<file path="src/rtl/uart_work_framer.sv">
// Byte-level framer: checksummed work/abort command frames in, nonce reply frames out.
// Optional macro FRAMER_ACK_EN adds an ack/nack reply for every completed RX frame.
module uart_work_framer #(
    parameter int unsigned HEADER_BYTES   = 80,
    parameter int unsigned NONCE_BYTES    = 4,
    parameter int unsigned RESULT_DEPTH   = 4,
    parameter int unsigned TIMEOUT_CYCLES = 5000000
) (
    input  logic                      clock,
    input  logic                      reset,
    input  logic [7:0]                rx_data,
    input  logic                      rx_valid,
    output logic [HEADER_BYTES*8-1:0] header_data,
    output logic                      work_valid,
    output logic                      abort,
    input  logic [NONCE_BYTES*8-1:0]  nonce_in,
    input  logic                      nonce_valid,
    output logic [7:0]                tx_data,
    output logic                      tx_valid,
    input  logic                      tx_ready,
    output logic [15:0]               frame_err_count,
    output logic                      result_overflow
);
    localparam int unsigned HW = HEADER_BYTES * 8;
    localparam int unsigned NW = NONCE_BYTES * 8;
    localparam int unsigned TW = $clog2(TIMEOUT_CYCLES + 1);
    localparam int unsigned IW = $clog2(HEADER_BYTES + 1);
    localparam int unsigned AW = $clog2(RESULT_DEPTH);
    localparam int unsigned DW = $clog2(NONCE_BYTES + 1);
    localparam logic [TW-1:0] TMO_LAST = TW'(TIMEOUT_CYCLES - 1);
    localparam logic [IW-1:0] IDX_LAST = IW'(HEADER_BYTES - 1);
    localparam logic [AW:0]   FIFO_FULL = (AW + 1)'(RESULT_DEPTH);

    typedef enum logic [1:0] {RX_IDLE, RX_CMD, RX_PAYLOAD, RX_CSUM} rx_state_t;
    typedef enum logic [2:0] {TX_IDLE, TX_SYNC, TX_CMD, TX_DATA, TX_CSUM} tx_state_t;

    rx_state_t        r_rx_state;
    logic [7:0]       r_cmd;
    logic [7:0]       r_rx_csum;
    logic [IW-1:0]    r_idx;
    logic [HW-1:0]    r_shadow;
    logic [TW-1:0]    r_tmo;
    logic [15:0]      r_err;

    logic [NW-1:0]    r_fifo [RESULT_DEPTH];
    logic [AW-1:0]    r_wp;
    logic [AW-1:0]    r_rp;
    logic [AW:0]      r_cnt;

    tx_state_t        r_tx_state;
    logic [NW-1:0]    r_tx_shift;
    logic [7:0]       r_tx_cmd;
    logic [7:0]       r_tx_csum;
    logic [DW-1:0]    r_tx_cnt;

    logic w_tmo_hit, w_cmd_bad, w_csum_ok, w_csum_bad, w_rx_err;
    logic w_full, w_empty, w_push, w_pop, w_ack_hold;

    assign w_tmo_hit  = (r_rx_state != RX_IDLE) && !rx_valid && (r_tmo == TMO_LAST);
    assign w_cmd_bad  = (r_rx_state == RX_CMD) && rx_valid && (rx_data != 8'h01) && (rx_data != 8'h02);
    assign w_csum_ok  = (rx_data == r_rx_csum);
    assign w_csum_bad = (r_rx_state == RX_CSUM) && rx_valid && !w_csum_ok;
    assign w_rx_err   = w_tmo_hit || w_cmd_bad || w_csum_bad;
    assign frame_err_count = r_err;

`ifdef FRAMER_ACK_EN
    logic       r_ack_req, r_ack_good, r_ack_pend, r_ack_pgood;
    logic [7:0] r_ack_cmd, r_ack_pcmd;
    logic       w_ack_take;
    logic [7:0] w_ack_data;

    assign w_ack_hold = r_ack_pend;
    assign w_ack_take = (r_tx_state == TX_IDLE) && tx_ready && r_ack_pend;
    assign w_ack_data = r_ack_pgood ? r_ack_pcmd : 8'h00;

    // A fresh completion overwrites a pending ack that TX has not yet started.
    always_ff @(posedge clock) begin
        if (!reset) begin
            r_ack_pend  <= 1'b0;
            r_ack_pgood <= 1'b0;
            r_ack_pcmd  <= '0;
        end else if (r_ack_req) begin
            r_ack_pend  <= 1'b1;
            r_ack_pgood <= r_ack_good;
            r_ack_pcmd  <= r_ack_cmd;
        end else if (w_ack_take) begin
            r_ack_pend  <= 1'b0;
        end
    end
`else
    assign w_ack_hold = 1'b0;
`endif

    always_ff @(posedge clock) begin
        if (!reset) begin
            r_rx_state  <= RX_IDLE;
            r_cmd       <= '0;
            r_rx_csum   <= '0;
            r_idx       <= '0;
            r_shadow    <= '0;
            r_tmo       <= '0;
            r_err       <= '0;
            header_data <= '0;
            work_valid  <= 1'b0;
            abort       <= 1'b0;
`ifdef FRAMER_ACK_EN
            r_ack_req   <= 1'b0;
            r_ack_good  <= 1'b0;
            r_ack_cmd   <= '0;
`endif
        end else begin
            work_valid <= 1'b0;
            abort      <= 1'b0;
`ifdef FRAMER_ACK_EN
            r_ack_req  <= w_rx_err || ((r_rx_state == RX_CSUM) && rx_valid && w_csum_ok);
            r_ack_good <= !w_rx_err;
            r_ack_cmd  <= r_cmd;
`endif
            if (r_rx_state == RX_IDLE || rx_valid || w_tmo_hit)
                r_tmo <= '0;
            else
                r_tmo <= r_tmo + TW'(1);

            if (w_tmo_hit) begin
                r_rx_state <= RX_IDLE;
            end else if (rx_valid) begin
                unique case (r_rx_state)
                    RX_IDLE: if (rx_data == 8'hAA) r_rx_state <= RX_CMD;
                    RX_CMD: begin
                        r_cmd     <= rx_data;
                        r_rx_csum <= rx_data;
                        r_idx     <= '0;
                        if (rx_data == 8'h01)      r_rx_state <= RX_PAYLOAD;
                        else if (rx_data == 8'h02) r_rx_state <= RX_CSUM;
                        else                       r_rx_state <= RX_IDLE;
                    end
                    RX_PAYLOAD: begin
                        r_shadow  <= (r_shadow << 8) | HW'(rx_data);
                        r_rx_csum <= r_rx_csum ^ rx_data;
                        r_idx     <= r_idx + IW'(1);
                        if (r_idx == IDX_LAST) r_rx_state <= RX_CSUM;
                    end
                    RX_CSUM: begin
                        if (w_csum_ok) begin
                            if (r_cmd == 8'h01) begin
                                header_data <= r_shadow;
                                work_valid  <= 1'b1;
                            end else begin
                                abort <= 1'b1;
                            end
                        end
                        r_rx_state <= RX_IDLE;
                    end
                    default: r_rx_state <= RX_IDLE;
                endcase
            end

            if (w_rx_err && (r_err != 16'hFFFF)) r_err <= r_err + 16'd1;
        end
    end

    // A frame is opened only while the transmitter reports ready, so a stalled
    // transmitter leaves every queued nonce inside the FIFO.
    assign w_full  = (r_cnt == FIFO_FULL);
    assign w_empty = (r_cnt == '0);
    assign w_pop   = (r_tx_state == TX_IDLE) && tx_ready && !w_empty && !w_ack_hold;
    assign w_push  = nonce_valid && (!w_full || w_pop);

    always_ff @(posedge clock) begin
        if (w_push) r_fifo[r_wp] <= nonce_in;
    end

    always_ff @(posedge clock) begin
        if (!reset) begin
            r_wp            <= '0;
            r_rp            <= '0;
            r_cnt           <= '0;
            result_overflow <= 1'b0;
        end else begin
            if (w_push) r_wp <= r_wp + AW'(1);
            if (w_pop)  r_rp <= r_rp + AW'(1);
            if (w_push && !w_pop)      r_cnt <= r_cnt + (AW + 1)'(1);
            else if (!w_push && w_pop) r_cnt <= r_cnt - (AW + 1)'(1);
            if (nonce_valid && !w_push) result_overflow <= 1'b1;
        end
    end

    always_ff @(posedge clock) begin
        if (!reset) begin
            r_tx_state <= TX_IDLE;
            r_tx_shift <= '0;
            r_tx_cmd   <= '0;
            r_tx_csum  <= '0;
            r_tx_cnt   <= '0;
            tx_data    <= '0;
            tx_valid   <= 1'b0;
        end else begin
            unique case (r_tx_state)
                TX_IDLE: begin
`ifdef FRAMER_ACK_EN
                    if (w_ack_take) begin
                        r_tx_shift <= NW'(w_ack_data) << (NW - 8);
                        r_tx_cmd   <= r_ack_pgood ? 8'hA0 : 8'hA1;
                        r_tx_csum  <= r_ack_pgood ? 8'hA0 : 8'hA1;
                        r_tx_cnt   <= DW'(1);
                        tx_data    <= 8'h55;
                        tx_valid   <= 1'b1;
                        r_tx_state <= TX_SYNC;
                    end else
`endif
                    if (w_pop) begin
                        r_tx_shift <= r_fifo[r_rp];
                        r_tx_cmd   <= 8'h10;
                        r_tx_csum  <= 8'h10;
                        r_tx_cnt   <= DW'(NONCE_BYTES);
                        tx_data    <= 8'h55;
                        tx_valid   <= 1'b1;
                        r_tx_state <= TX_SYNC;
                    end
                end
                TX_SYNC: if (tx_ready) begin
                    tx_data    <= r_tx_cmd;
                    r_tx_state <= TX_CMD;
                end
                TX_CMD, TX_DATA: if (tx_ready) begin
                    if (r_tx_cnt == '0) begin
                        tx_data    <= r_tx_csum;
                        r_tx_state <= TX_CSUM;
                    end else begin
                        tx_data    <= r_tx_shift[NW-1 -: 8];
                        r_tx_csum  <= r_tx_csum ^ r_tx_shift[NW-1 -: 8];
                        r_tx_shift <= r_tx_shift << 8;
                        r_tx_cnt   <= r_tx_cnt - DW'(1);
                        r_tx_state <= TX_DATA;
                    end
                end
                TX_CSUM: if (tx_ready) begin
                    tx_valid   <= 1'b0;
                    r_tx_state <= TX_IDLE;
                end
                default: r_tx_state <= TX_IDLE;
            endcase
        end
    end
endmodule

</file>
<file path="config.mk">
export PLATFORM = sky130hd
export DESIGN_NAME = uart_work_framer
export DESIGN_NICKNAME = d
export VERILOG_FILES = /design/src/rtl/uart_work_framer.sv
export SDC_FILE = /design/constraint.sdc
export NUM_CORES = 2
export LEC_CHECK = 0
export BUFFER_PORTS_ARGS = -buffer_cell sky130_fd_sc_hd__buf_2
export CORE_ASPECT_RATIO = 0.5
export CORE_MARGIN = 5
export CORE_UTILIZATION = 57
export CTS_CLUSTER_DIAMETER = 30
export CTS_CLUSTER_SIZE = 16
export DETAILED_ROUTE_END_ITERATION = 7
export GPL_ROUTABILITY_DRIVEN = 0
export PLACE_DENSITY_LB_ADDON = 0.08
export SYNTH_ARGS = -nofsm -noshare
export SYNTH_HDL_FRONTEND = slang
export SYNTH_SLANG_ARGS = --single-unit
</file>
<file path="constraint.sdc">
create_clock -name clock -period 3.3 [get_ports clock]
set_clock_uncertainty 0.15 [all_clocks]
set_input_delay 0 -clock clock [delete_from_list [all_inputs] [get_ports clock]]
set_output_delay 0 -clock clock [all_outputs]
set_load 0.1 [all_outputs]
</file>
==> results.json <==
{
  "switching_share": 0.232,
  "worstHoldStart": "rx_data[2]",
  "async_reset_ff_frac": 0,
  "dieArea_sq_um": 103000,
  "drive_gt1_frac": 0.162,
  "htree_levels": 4,
  "grt_setup_unrepaired": "no",
  "grt_first_pass_wirelength_um": 230000,
  "grt_overflow_total": 0,
  "postCtsHoldBufs": 88,
  "core_region_area_sq_um": 95300,
  "critPathLaunchType": "flip-flop",
  "num_rows": 80,
  "grtUsageTotal": 0.274,
  "period_needed_ns": 2.88,
  "clock_power_share": 0.468,
  "reg2reg_to": "frame_err_count[8]",
  "clkTransAtPathRegs_ns": 0.06,
  "clock_latency_ns": 0.77,
  "initialDrtViolationCount": 3427,
  "switchingPower_mw": 9.36,
  "clockBufferDepth": 3,
  "cts_root_buf": "clkbuf_16",
  "die_h_um": 229,
  "dp.final_hpwl_um": 95300,
  "slew_viol_final": 0,
  "yosys-mux-area-fraction": 0.0209,
  "hold_path.class": "input port to flip-flop",
  "crit_type": "flip-flop to flip-flop",
  "tightest_slew_ns": 0.975,
  "holdWs_ns": 0.0646,
  "postLayoutCoreUtil": 0.685,
  "syn_to_final_growth_pct": 19.4,
  "ios": 713,
  "pwr-share-seq": 0.480,
  "synthCells": 6412,
  "ys_ff_latch": 1540,
  "synth_compound_area_frac": 0.131,
  "fmax_mhz": 347,
  "arrival_ns": 3.41,
  "holdPathStages": 5,
  "hold_viol_final": 0,
  "synth_xor_area_frac": 0.00817,
  "totalWireLength_um": 146000,
  "power_frac_comb": 0.052,
  "final_cell_mix": "2614 x nand2_1, 1411 x dfxtp_1, 1320 x a21oi_1, 712 x buf_2, 166 x clkbuf_16",
  "relSlewSlack": 0.350,
  "cts-buffers-inserted": 157,
  "outcome": "complete, no violations",
  "ys.flop_type": "dfxtp_1",
  "viasPerCell": 5.37,
  "ant_nets": 0,
  "min_period_over_period": 0.874,
  "min_to": "r_rx_csum[2]",
  "p_per_area_nw_per_um2": 618,
  "p_total_mw": 40.4,
  "post_cts_resized": 0,
  "required_ns": 3.83,
  "cp_max_fo": 23,
  "power_leakage_nw": 24.0,
  "grt_max_degree": 161,
  "synth_fa_ha_area_frac": 0.00357,
  "synth_nets": 6472,
  "fin_ws_ns": 0.415,
  "dr.pass1.iters": 5,
  "antenna_found_initial": 3,
  "cts_setup_buffers": 0,
  "cts.sinks": 1540,
  "ff2ff_path_depth": 7,
  "synth_top_family_by_area": "simple AND/OR/NAND/NOR gates",
  "synthDistinctLibCells": 53,
  "syn_area_sq_um": 54700,
  "internal-power_mw": 31.0,
  "irDropWorstVdd_mv": 0.500,
  "postSynthAreaPerCell_sq_um": 8.53,
  "endpoint_kind": "flip-flop",
  "drc": 0,
  "die-width_um": 448,
  "portBuffers": 712,
  "preCtsSetupSlack_ns": 0.519,
  "setup_viol": 0,
  "wl_per_cell_um": 17.4,
  "via_count": 45218,
  "yosys_warnings": 0,
  "fin_setup_tns_ns": 0,
  "ys_seq_area_frac": 0.587,
  "final_common_cell": "nand2_1",
  "synth_edf_count": 128,
  "cts_tree": "done",
  "r2r_setup_slack_ns": 0.42,
  "drv_cap": 0,
  "yosys.area_share.simple": 0.202,
  "grt_pass1_vias": 42786,
  "start_util": 0.574,
  "nets": 7074,
  "reg2reg_from": "r_rx_state[0]"
}
worst max path at each step:
stage	start	end	slack [ns]	cells after the start
after floorplan	frame_err_count[0]	frame_err_count[0]	0.43	9
after global placement	r_tx_state[1]	r_cnt[2]	0.48	10
after detailed placement	r_rx_state[0]	frame_err_count[6]	0.52	7
after CTS	r_rx_state[0]	frame_err_count[8]	0.44	7
after global routing	tx_ready	r_cnt[2]	0.18	13
final	r_rx_state[0]	frame_err_count[8]	0.42	7
cells in the mapped netlist (6+ instances only):
library cell  instances  area share
nand3_1              32      0.0029
nand2_1            2615        0.18
buf_1                10     0.00069
nand2b_1             12      0.0014
clkbuf_1            314       0.022
nand4_1               9      0.0010
xnor2_1              11      0.0018
buf_6                76       0.016
o21ai_0              16      0.0015
and3_1               14      0.0016
and2_1                6     0.00069
o21ai_1               7     0.00064
nor2b_1              10      0.0011
and4_1                6     0.00096
buf_4                47      0.0065
or3_1                13      0.0015
ha_1                 14      0.0032
inv_1                12     0.00082
a22oi_1               9      0.0012
buf_2                24      0.0022
xor2_1               40      0.0064
a211oi_1             25      0.0034
dfxtp_1            1412        0.52
nor2_1              100      0.0069
a21oi_1            1320        0.12
edfxtp_1            128       0.070
mux2i_1              42      0.0077
mux4_2               32       0.013
nor3_1                9     0.00082
power by group through the flow:
stage          Clock [mW]  Sequential [mW]  Combinational [mW]
3_3_place_gp            0             19.8                1.99
5_1_grt              20.1             19.4                2.29
4_1_cts              19.2             19.4                2.11
6_report             18.9             19.4                2.09
2_1_floorplan           0             19.9                1.38
3_5_place_dp            0             19.8                2.01
sequential cells by signal, summed over array words and instances (netlist names), 2 cells and up, named ones only:
register / count
header_data: 640
r_shadow: 640
r_fifo: 128
r_tx_shift: 32
r_tmo: 23
frame_err_count: 16
r_cmd: 8
r_rx_csum: 8
r_tx_csum: 8
tx_data: 8
r_idx: 7
r_cnt: 3
r_tx_cnt: 3
r_tx_state: 3
r_rp: 2
r_wp: 2
cell families after synthesis:
| family | count (synthesis) |
|---|---|
| AND/OR/NAND/NOR | 2847 |
| flip-flops | 1540 |
| AO/OA/AOI/OAI | 1401 |
| buffers and inverters | 484 |
| multiplexers | 74 |
| XOR/XNOR | 51 |
| adder cells (fa/ha/maj) | 15 |
critical path: stages, from the launching register on:
cell,delay [ns]
dfxtp_1,0.45
inv_1,0.11
ha_1,0.28
or3_1,0.41
o41ai_2,0.41
o21ai_2,0.34
or4_1,0.48
a21oi_1,0.17
through the flow:
stage	cells	area (sq um)
CTS	8420	65300
detailed placement	8038	58800
global route	8421	65300
floorplan	6412	54700
global placement	8038	58800
finish	8421	65300
per-layer routing:
| layer | global-route usage | share of wire |
|---|---|---|
| met5 | 0 | 0.00014 |
| met4 | 0.150 | 0.054 |
| met1 | 0.339 | 0.41 |
| met2 | 0.465 | 0.49 |
| met3 | 0.0402 | 0.050 |
layout make-up:
| class | instances | area, sq um |
|---|---|---|
| sequential | 1540 | 32100 |
| fill | 7753 | 30000 |
| multi-input combinational | 4388 | 20000 |
| timing repair buffer | 914 | 5930 |
| clock buffer | 190 | 4380 |
| tap | 1271 | 1590 |
| clock inverter | 104 | 1230 |
| inverter | 13 | 56.3 |
| antenna | 1 | 2.50 |
No activity file was read; power rests on OpenSTA's default activity.
